File: src/rtl/rock_spawner.sv
// rtl/rock_spawner.sv - spawns rocks into free slots at screen edges and retires expired or hit rocks
//
// Ports:
//   clk60hz      frame clock, all state changes on its rising edge
//   reset_n      asynchronous active-low reset
//   enable       game running; when low no new spawn is started
//   in_use       per-slot active flag reported by each rock instance
//   hit          per-slot one-cycle collision strobe
//   start        one-hot one-cycle spawn strobe to the chosen slot
//   rock_reset   per-slot one-cycle deactivate strobe (hit or lifetime expired)
//   initX/initY  shared spawn position, valid from PICK through CONFIRM
//   dirX/dirY    shared spawn direction, bit2 = negative, bits1:0 = magnitude
//   spawn_count  number of confirmed spawns, saturating at 255
module rock_spawner #(
   parameter int          NUM_ROCKS    = 4,
   parameter int          SPAWN_PERIOD = 90,
   parameter int          LIFETIME     = 600,
   parameter logic [15:0] LFSR_SEED    = 16'hACE1
) (
   input  logic                 clk60hz,
   input  logic                 reset_n,
   input  logic                 enable,
   input  logic [NUM_ROCKS-1:0] in_use,
   input  logic [NUM_ROCKS-1:0] hit,
   output logic [NUM_ROCKS-1:0] start,
   output logic [NUM_ROCKS-1:0] rock_reset,
   output logic [9:0]           initX,
   output logic [9:0]           initY,
   output logic [2:0]           dirX,
   output logic [2:0]           dirY,
   output logic [7:0]           spawn_count
);

   localparam int          CW            = $clog2(SPAWN_PERIOD);
   localparam logic [CW-1:0] PERIOD_RELOAD = CW'(SPAWN_PERIOD - 1);
   localparam logic [9:0]  LIFE_MAX      = 10'(LIFETIME);
   localparam logic [9:0]  LIFE_TRIP     = 10'(LIFETIME - 1);

   typedef enum logic [2:0] {
      IDLE    = 3'd0,
      WAIT    = 3'd1,
      PICK    = 3'd2,
      ISSUE   = 3'd3,
      CONFIRM = 3'd4
   } stateType;

   stateType             state;
   stateType             stateNext;
   logic [CW-1:0]        frameCnt;
   logic [CW-1:0]        frameCntNext;
   logic [NUM_ROCKS-1:0] slotSel;
   logic [NUM_ROCKS-1:0] slotSelNext;
   logic                 confirmWait;
   logic                 confirmWaitNext;
   logic                 latchBus;
   logic                 countInc;

   logic [15:0]          lfsr;
   logic [15:0]          lfsrNext;

   logic [9:0]           life [NUM_ROCKS];
   logic [NUM_ROCKS-1:0] resetNext;
   logic [NUM_ROCKS-1:0] freeMask;
   logic [NUM_ROCKS-1:0] pickOneHot;

   logic [9:0]           freeCoord;
   logic [9:0]           xFree;
   logic [9:0]           yOnce;
   logic [9:0]           yFree;
   logic [1:0]           inMag;
   logic [2:0]           sideDir;
   logic [9:0]           busX;
   logic [9:0]           busY;
   logic [2:0]           busDX;
   logic [2:0]           busDY;

   // Galois form of x^16 + x^14 + x^13 + x^11 + 1, shifting right.
   assign lfsrNext = {1'b0, lfsr[15:1]} ^ (lfsr[0] ? 16'hB400 : 16'h0000);

   // A slot retires next cycle only while it is actually active; hits on idle slots are dropped.
   always_comb begin
      resetNext = '0;
      for (int i = 0; i < NUM_ROCKS; i++) begin
         resetNext[i] = in_use[i] & (hit[i] | (life[i] == LIFE_TRIP));
      end
   end

   // Excluding slots with a retire strobe now or next cycle keeps start and rock_reset disjoint.
   assign freeMask   = ~in_use & ~rock_reset & ~resetNext;
   // Isolate the lowest set bit: lowest-index free slot.
   assign pickOneHot = freeMask & (~freeMask + NUM_ROCKS'(1));

   // Spawn geometry from the current LFSR value.
   always_comb begin
      freeCoord = lfsr[11:2];
      xFree     = (freeCoord >= 10'd640) ? freeCoord - 10'd640 : freeCoord;
      yOnce     = (freeCoord >= 10'd480) ? freeCoord - 10'd480 : freeCoord;
      yFree     = (yOnce >= 10'd480) ? yOnce - 10'd480 : yOnce;
      inMag     = (lfsr[13:12] == 2'd0) ? 2'd1 : lfsr[13:12];
      sideDir   = {lfsr[14], 1'b0, lfsr[15]};
      busX      = xFree;
      busY      = yFree;
      busDX     = sideDir;
      busDY     = sideDir;
      case (lfsr[1:0])
         2'd0: begin
            busX  = 10'd0;
            busDX = {1'b0, inMag};
         end
         2'd1: begin
            busX  = 10'd639;
            busDX = {1'b1, inMag};
         end
         2'd2: begin
            busY  = 10'd0;
            busDY = {1'b0, inMag};
         end
         default: begin
            busY  = 10'd479;
            busDY = {1'b1, inMag};
         end
      endcase
   end

   always_comb begin
      stateNext       = state;
      frameCntNext    = frameCnt;
      slotSelNext     = slotSel;
      confirmWaitNext = confirmWait;
      latchBus        = 1'b0;
      countInc        = 1'b0;
      case (state)
         IDLE: begin
            if (enable) begin
               stateNext    = WAIT;
               frameCntNext = PERIOD_RELOAD;
            end
         end
         WAIT: begin
            if (!enable) begin
               stateNext = IDLE;
            end else if (frameCnt == '0) begin
               stateNext = PICK;
            end else begin
               frameCntNext = frameCnt - CW'(1);
            end
         end
         PICK: begin
            if (!enable) begin
               stateNext = IDLE;
            end else begin
               latchBus = 1'b1;
               if (|pickOneHot) begin
                  slotSelNext = pickOneHot;
                  stateNext   = ISSUE;
               end else begin
                  // No free slot: skip this attempt entirely.
                  stateNext    = WAIT;
                  frameCntNext = PERIOD_RELOAD;
               end
            end
         end
         ISSUE: begin
            stateNext       = CONFIRM;
            confirmWaitNext = 1'b0;
         end
         CONFIRM: begin
            if (|(in_use & slotSel)) begin
               countInc     = 1'b1;
               stateNext    = WAIT;
               frameCntNext = PERIOD_RELOAD;
            end else if (confirmWait) begin
               stateNext    = WAIT;
               frameCntNext = PERIOD_RELOAD;
            end else begin
               confirmWaitNext = 1'b1;
            end
         end
         default: begin
            stateNext = IDLE;
         end
      endcase
   end

   // Both terms are registers, so start is glitch-free and drops at once on reset.
   assign start = (state == ISSUE) ? slotSel : '0;

   always_ff @(posedge clk60hz or negedge reset_n) begin
      if (!reset_n) begin
         state       <= IDLE;
         frameCnt    <= '0;
         slotSel     <= '0;
         confirmWait <= 1'b0;
         lfsr        <= LFSR_SEED;
         rock_reset  <= '0;
         initX       <= '0;
         initY       <= '0;
         dirX        <= '0;
         dirY        <= '0;
         spawn_count <= '0;
         for (int i = 0; i < NUM_ROCKS; i++) begin
            life[i] <= '0;
         end
      end else begin
         state       <= stateNext;
         frameCnt    <= frameCntNext;
         slotSel     <= slotSelNext;
         confirmWait <= confirmWaitNext;
         lfsr        <= lfsrNext;
         rock_reset  <= resetNext;
         if (latchBus) begin
            initX <= busX;
            initY <= busY;
            dirX  <= busDX;
            dirY  <= busDY;
         end
         if (countInc && (spawn_count != 8'hFF)) begin
            spawn_count <= spawn_count + 8'd1;
         end
         for (int i = 0; i < NUM_ROCKS; i++) begin
            if (!in_use[i]) begin
               life[i] <= '0;
            end else if (life[i] != LIFE_MAX) begin
               life[i] <= life[i] + 10'd1;
            end
         end
      end
   end

endmodule

File: config.mk
export PLATFORM = sky130hd
export DESIGN_NAME = rock_spawner
export DESIGN_NICKNAME = d
export VERILOG_FILES = /design/src/rtl/rock_spawner.sv
export SDC_FILE = /design/constraint.sdc
export NUM_CORES = 1
export LEC_CHECK = 0
export ABC_CLOCK_PERIOD_IN_PS = 2600
export BUFFER_PORTS_ARGS = -buffer_cell sky130_fd_sc_hd__buf_2
export CAP_MARGIN = 20
export CORE_MARGIN = 5
export CORE_UTILIZATION = 30
export CTS_CLUSTER_SIZE = 30
export DETAILED_ROUTE_END_ITERATION = 6
export SLEW_MARGIN = 0
export SYNTH_ARGS = -nofsm -noshare
export SYNTH_HDL_FRONTEND = slang
export SYNTH_SLANG_ARGS = --single-unit
File: constraint.sdc
create_clock -name clk60hz -period 2.6 [get_ports clk60hz]
set_clock_uncertainty 0.15 [all_clocks]
set_input_delay 0.52 -clock clk60hz [delete_from_list [all_inputs] [get_ports clk60hz]]
set_output_delay 0.52 -clock clk60hz [all_outputs]
set_load 0.1 [all_outputs]
Word level (Yosys, flattened, before mapping)
Cells that the tools add are included.
{"block": "word_totals", "register_bits": 109, "out_inout_bits": 42}
{"block": "classes", "addsub": 10, "order_cmp": 3, "eq_ne": 27, "n_mux": 40, "bitwise_logic": 17, "n_reduce_logical": 14}
{"operator": "$mux 10", "count": 11}
{"operator": "$mux 7", "count": 7}
{"operator": "$add 10x1->10 const B", "count": 4}
{"operator": "$eq 10x10->1 const B", "count": 4}
{"operator": "$ne 10x10->1 const B", "count": 4}
{"operator": "$pmux 10 s2", "count": 2}
{"operator": "$pmux 7 s4", "count": 1}
{"operator": "$ge 10x9->1 const B", "count": 2}
{"operator": "$sub 10x9->10 const B", "count": 2}
{"operator": "$and 4x4->4", "count": 4}
{"operator": "$mux 16", "count": 1}
{"operator": "$not 4->4", "count": 4}
{"operator": "$xor 15x16->16", "count": 1}
{"operator": "$mux 3", "count": 5}
{"operator": "$pmux 3 s5", "count": 1}
{"operator": "$ne 2x2->1 const B", "count": 6}
{"operator": "$pmux 3 s2", "count": 2}
{"operator": "$ge 10x10->1 const B", "count": 1}
{"operator": "$sub 10x10->10 const B", "count": 1}
{"operator": "$add 8x1->8 const B", "count": 1}
{"operator": "$ne 2x1->1 const B", "count": 4}
{"operator": "$ne 8x8->1 const B", "count": 1}
{"operator": "$reduce_or 4->1", "count": 2}
{"operator": "$logic_not 7->1", "count": 1}
{"operator": "23 further kinds", "count": 39}

Longest topological paths before layout
{"block": "logic_depth", "depth_word": 12, "mapped_depth": 9, "depth_no_buf": 9}

Worst setup path before layout
No wires, ideal clock.
{"block": "synth_path", "kind": "register to register", "startpoint": "register spawn_count[0]", "endpoint": "register spawn_count[7]", "arrival_ns": 2.261, "required_ns": 2.287, "slack_ns": 0.027, "stages_incl_launch_ff": 8, "path_buffers": 0, "synth_period_minus_slack_ns": 2.573, "path_cell_list": "dfrtp_1 > ha_1 > nand2_1 > nor2_1 > a311oi_2 > nand4_1 > nor3_1 > xor2_1"}
{"block": "synth_via", "elab_chain_len": 2}
{"item": "from (decl)", "line": "31", "rtl": "output logic [7:0] spawn_count"}
{"item": "from (signal assigned)", "line": "218", "rtl": "spawn_count <= spawn_count + 8'd1;"}
{"item": "branches (longest 2 deep; another with $add 8x1->8)"}
Several ways; the timed one is not identified.
A chain may end at the register's enable or synchronous reset.

Worst setup path in the final report
{"block": "layout_path", "startpoint": "register lfsr[2]", "endpoint": "register initY[8]"}
{"block": "layout_via", "elab_chain_len": 5}
{"item": "from (decl)", "line": "58", "rtl": "logic [15:0] lfsr;"}
{"item": "from (signal assigned)", "line": "209", "rtl": "lfsr <= lfsrNext;"}
{"item": "$sub 10x9->10 or $ge 10x9->1 (tied branches)", "line": "97", "rtl": "yOnce = (freeCoord >= 10'd480) ? freeCoord - 10'd480 : freeCoord;"}
{"item": "$mux 10 (*)", "line": "97"}
{"item": "$sub 10x9->10 or $ge 10x9->1 (tied branches)", "line": "98", "rtl": "yFree = (yOnce >= 10'd480) ? yOnce - 10'd480 : yOnce;"}
{"item": "$mux 10 (*)", "line": "98"}
{"item": "$pmux 10 s2 (*)", "line": "105", "rtl": "case (lfsr[1:0])"}
{"item": "to (signal assigned)", "line": "213", "rtl": "initY <= busY;"}
{"item": "to (decl)", "line": "28", "rtl": "output logic [9:0] initY,"}
Every way passes the cells marked *; elsewhere a longest branch is shown, timed or not.

==> results.md <==
- Fmax: 407.7 MHz
- Worst-case vdd ir drop: 0.3310 mV
- Setup slack, reg-to-reg: 0.15 ns
- Slew margin rel.: 55.78%
- DRC: 0
- Fin. Hold Viols: 5
- Placeable Area: 17900 µm²
- Post-synthesis async set-or-reset flop share: 100.0%
- Initial core utilization: 30.35%
- Antenna viol nets, final: 0
- CTS tree: built
- CP Class: register to register
- Vias per inst: 4.696
- First-pass GRT wire length: 19060 µm
- CTS sink cnt: 109
- Number of buffers and inverters on the critical path: 0
- GRT Overall Usage: 11.27%
- Largest cells by area after synthesis: dfrtp_1 47%, xnor2_1 5.3%, a21oi_1 4.1%
- Initial antenna violation count: 0
- Adder-cell share of the synthesized area: 3.915%
- CP delay by family, top: simple AND/OR/NAND/NOR gates
- Power Density: 606.9 nW/µm²
- Critical-path cell list: or4_4, o31ai_4, mux2i_2, nand2_1, mux2i_1, a221o_1
- Synth Flop Type: dfrtp_1
- Final Setup Violations: 0
- Worst path required time: 2.67 ns
- XOR/XNOR Fraction of Synth Area: 6.932%
- CP max stage delay: 0.60 ns
- Final min period: 2.453 ns
- Synth Cell Area: 5433 µm²
- Deepest clock path buffer count: 2
- Largest fanout on the critical path: 5
- Worst path depth: 6
- Worst min path class: input pin to asynchronous set/reset pin
- Simple-gate portion of the synthesized area: 20.89%
- Worst hold margin: -0.006393 ns
- Worst path slowest cell: or4_4
- Final Slew Violations: 0
- Register area share after synthesis: 50.39%
- Synth Register Bits: 109
- Nets: 630
- Die Ht: 144.6 µm
- Largest family of logic cells by synthesized area: simple AND/OR/NAND/NOR gates
- Reg clk slew, reported paths: 0.07 ns
- Worst slack at placement: 0.1139 ns
- GRT Residual Overflow: 0
- Max H-tree Level: 3
- Die area: 20900 µm²
- Die width: 144.6 µm
- Routed vias: 3926
- Rows: 49
- Post-Layout Cell Count: 836
- Dominant cell type by area after synthesis: dfrtp_1
- CP startpoint: lfsr[2]
- Crit path capture type: register
- Fin Setup TNS: 0 ns
- Clock Tree Root: clkbuf_16
- Post-synth EDFFs: 0
- CP startpoint kind: register
- Initial drt markers: 161
- Number of global-route vias before repair: 3807
- Top-area cell type share of the netlist area: 46.52%
- Post-cts hold buffer count: 0
- Ports: 53
- Critical path data arrival time: 2.53 ns
- Wire per inst: 13.41 µm
- Leak pwr: 2.832 nW
- Share of cells above drive strength 1: 16.80%
- CP Capture Point: initY[8]
- ANT cells: 0
- Mapped Avg Cell Area: 9.950 µm²
- Mapped Cells: 546
- WL final: 11210 µm
- Unrepaired setup endpoints after global routing: no
- GP Congestion: 0.8309
- Synth Area in Compound Gates: 12.37%
- Clk_lat worst skew: 0.34 ns
- Reg-to-reg endpoint: initY[8]
- Cts bufs inserted: 9
- Worst slew pin tran: 0.6620 ns
- Status: complete, but fails checks
- Most common cell after layout, fill and taps aside: dfrtp_1
- Post-synth cell types: 57
- Tcrit/Tclk final: 94.33%
- Largest net degree at the start of global routing: 56
- Synth Net Count: 574
- Mux cell area share after synthesis: 1.865%
- PortBufs: 52
- Max Cap Violations: 0
- Worst setup margin: 0.1475 ns
- # placed instances: 820
- First-pass DRT Iterations: 4
- R2R Path Start: lfsr[2]
- Dpl hpwl: 8141 µm
- R2R cell count: 6
- Ys Warns: 0
- Failing checks: negative hold slack
- Most frequent cells in the layout: 101 x dfrtp_1, 49 x nand2_1, 47 x buf_2
- Area grow syn2layout: 15.59%
## layer usage
metal  track usage, %  up-vias  routed length, µm
li1                 -     1999                  -
met5                0        -                  0
met2            17.17       44               5015
met1            16.37     1878               5796
met4            2.651        0                 79
met3            2.513        5                315
## how the worst min path moves through the flow
stage	start	end	depth (start not counted)
3_5_place_dp	lfsr[12]	lfsr[11]	0
4_1_cts	reset_n	initY[5]	1
5_1_grt	reset_n	rock_reset[2]	1
6_report	reset_n	initY[5]	1
3_3_place_gp	lfsr[12]	lfsr[11]	0
2_1_floorplan	reset_n	confirmWait	0
## cell usage after synthesis (all sizes together) (13+ instances only)
cell,count
nand2,49
clkbuf,16
o21ai,17
dfrtp,101
a21oi,45
ha,17
inv,22
nor2,42
nor3,13
and3,14
and2,30
nand3,30
xnor2,33
## flip-flops by register name, summed over array words and instances, names as in the netlist
register,flops
frameCnt,7
confirmWait,1
life,40
rock_reset,4
slotSel,4
lfsr,16
dirX,3
spawn_count,8
state,3
initX,10
initY,10
dirY,3
## final cells by class
| cell class | instances | area, µm² |
|---|---|---|
| clock inverters | 6 | 40.04 |
| multi-input cells | 393 | 2510 |
| repair buffers | 66 | 390.4 |
| flip-flops and latches | 109 | 2738 |
| clock buffers | 10 | 229.0 |
| fillers | 1830 | 11620 |
| well taps | 229 | 286.5 |
| inverters | 23 | 86.33 |
## stage by stage
stage / instance area (µm²) / util (%) / power, mW
2_1_floorplan: 5433 / - / 2.395
3_3_place_gp: 5997 / 33.50 / 2.566
3_5_place_dp: 5997 / 33.50 / 2.576
4_1_cts: 6266 / 35.00 / 3.865
5_1_grt: 6280 / 35.08 / 3.986
6_report: 6280 / 35.08 / 3.811
## logic make-up after synthesis
group,after synthesis
and+or+nand+nor,219
AOI/OAI and AO/OA,104
buffers and inverters,44
adders and majority gates,17
muxes,10
xor gates and xnor gates,43
DFF,109
## worst register-to-register path, cell delays in order (launching register included)
cell     delay (ns)
dfrtp_1        0.41
or4_4          0.60
o31ai_4        0.29
mux2i_2        0.34
nand2_1        0.10
mux2i_1        0.13
a221o_1        0.32
## repair_timing
| action | CTS | global route |
|---|---|---|
| setup buffers | 0 | 0 |
| setup endpoints to repair | 0 | 6 |
| resized for setup | 0 | 5 |
## report_power, final
part	internal (mW)	total (mW)	switching, mW
logic	0.157	0.657	0.500
clock network	0.650	1.28	0.626
registers	1.79	1.88	0.0878
total	2.60	3.81	1.21
Power figures use the tool's default switching activity.
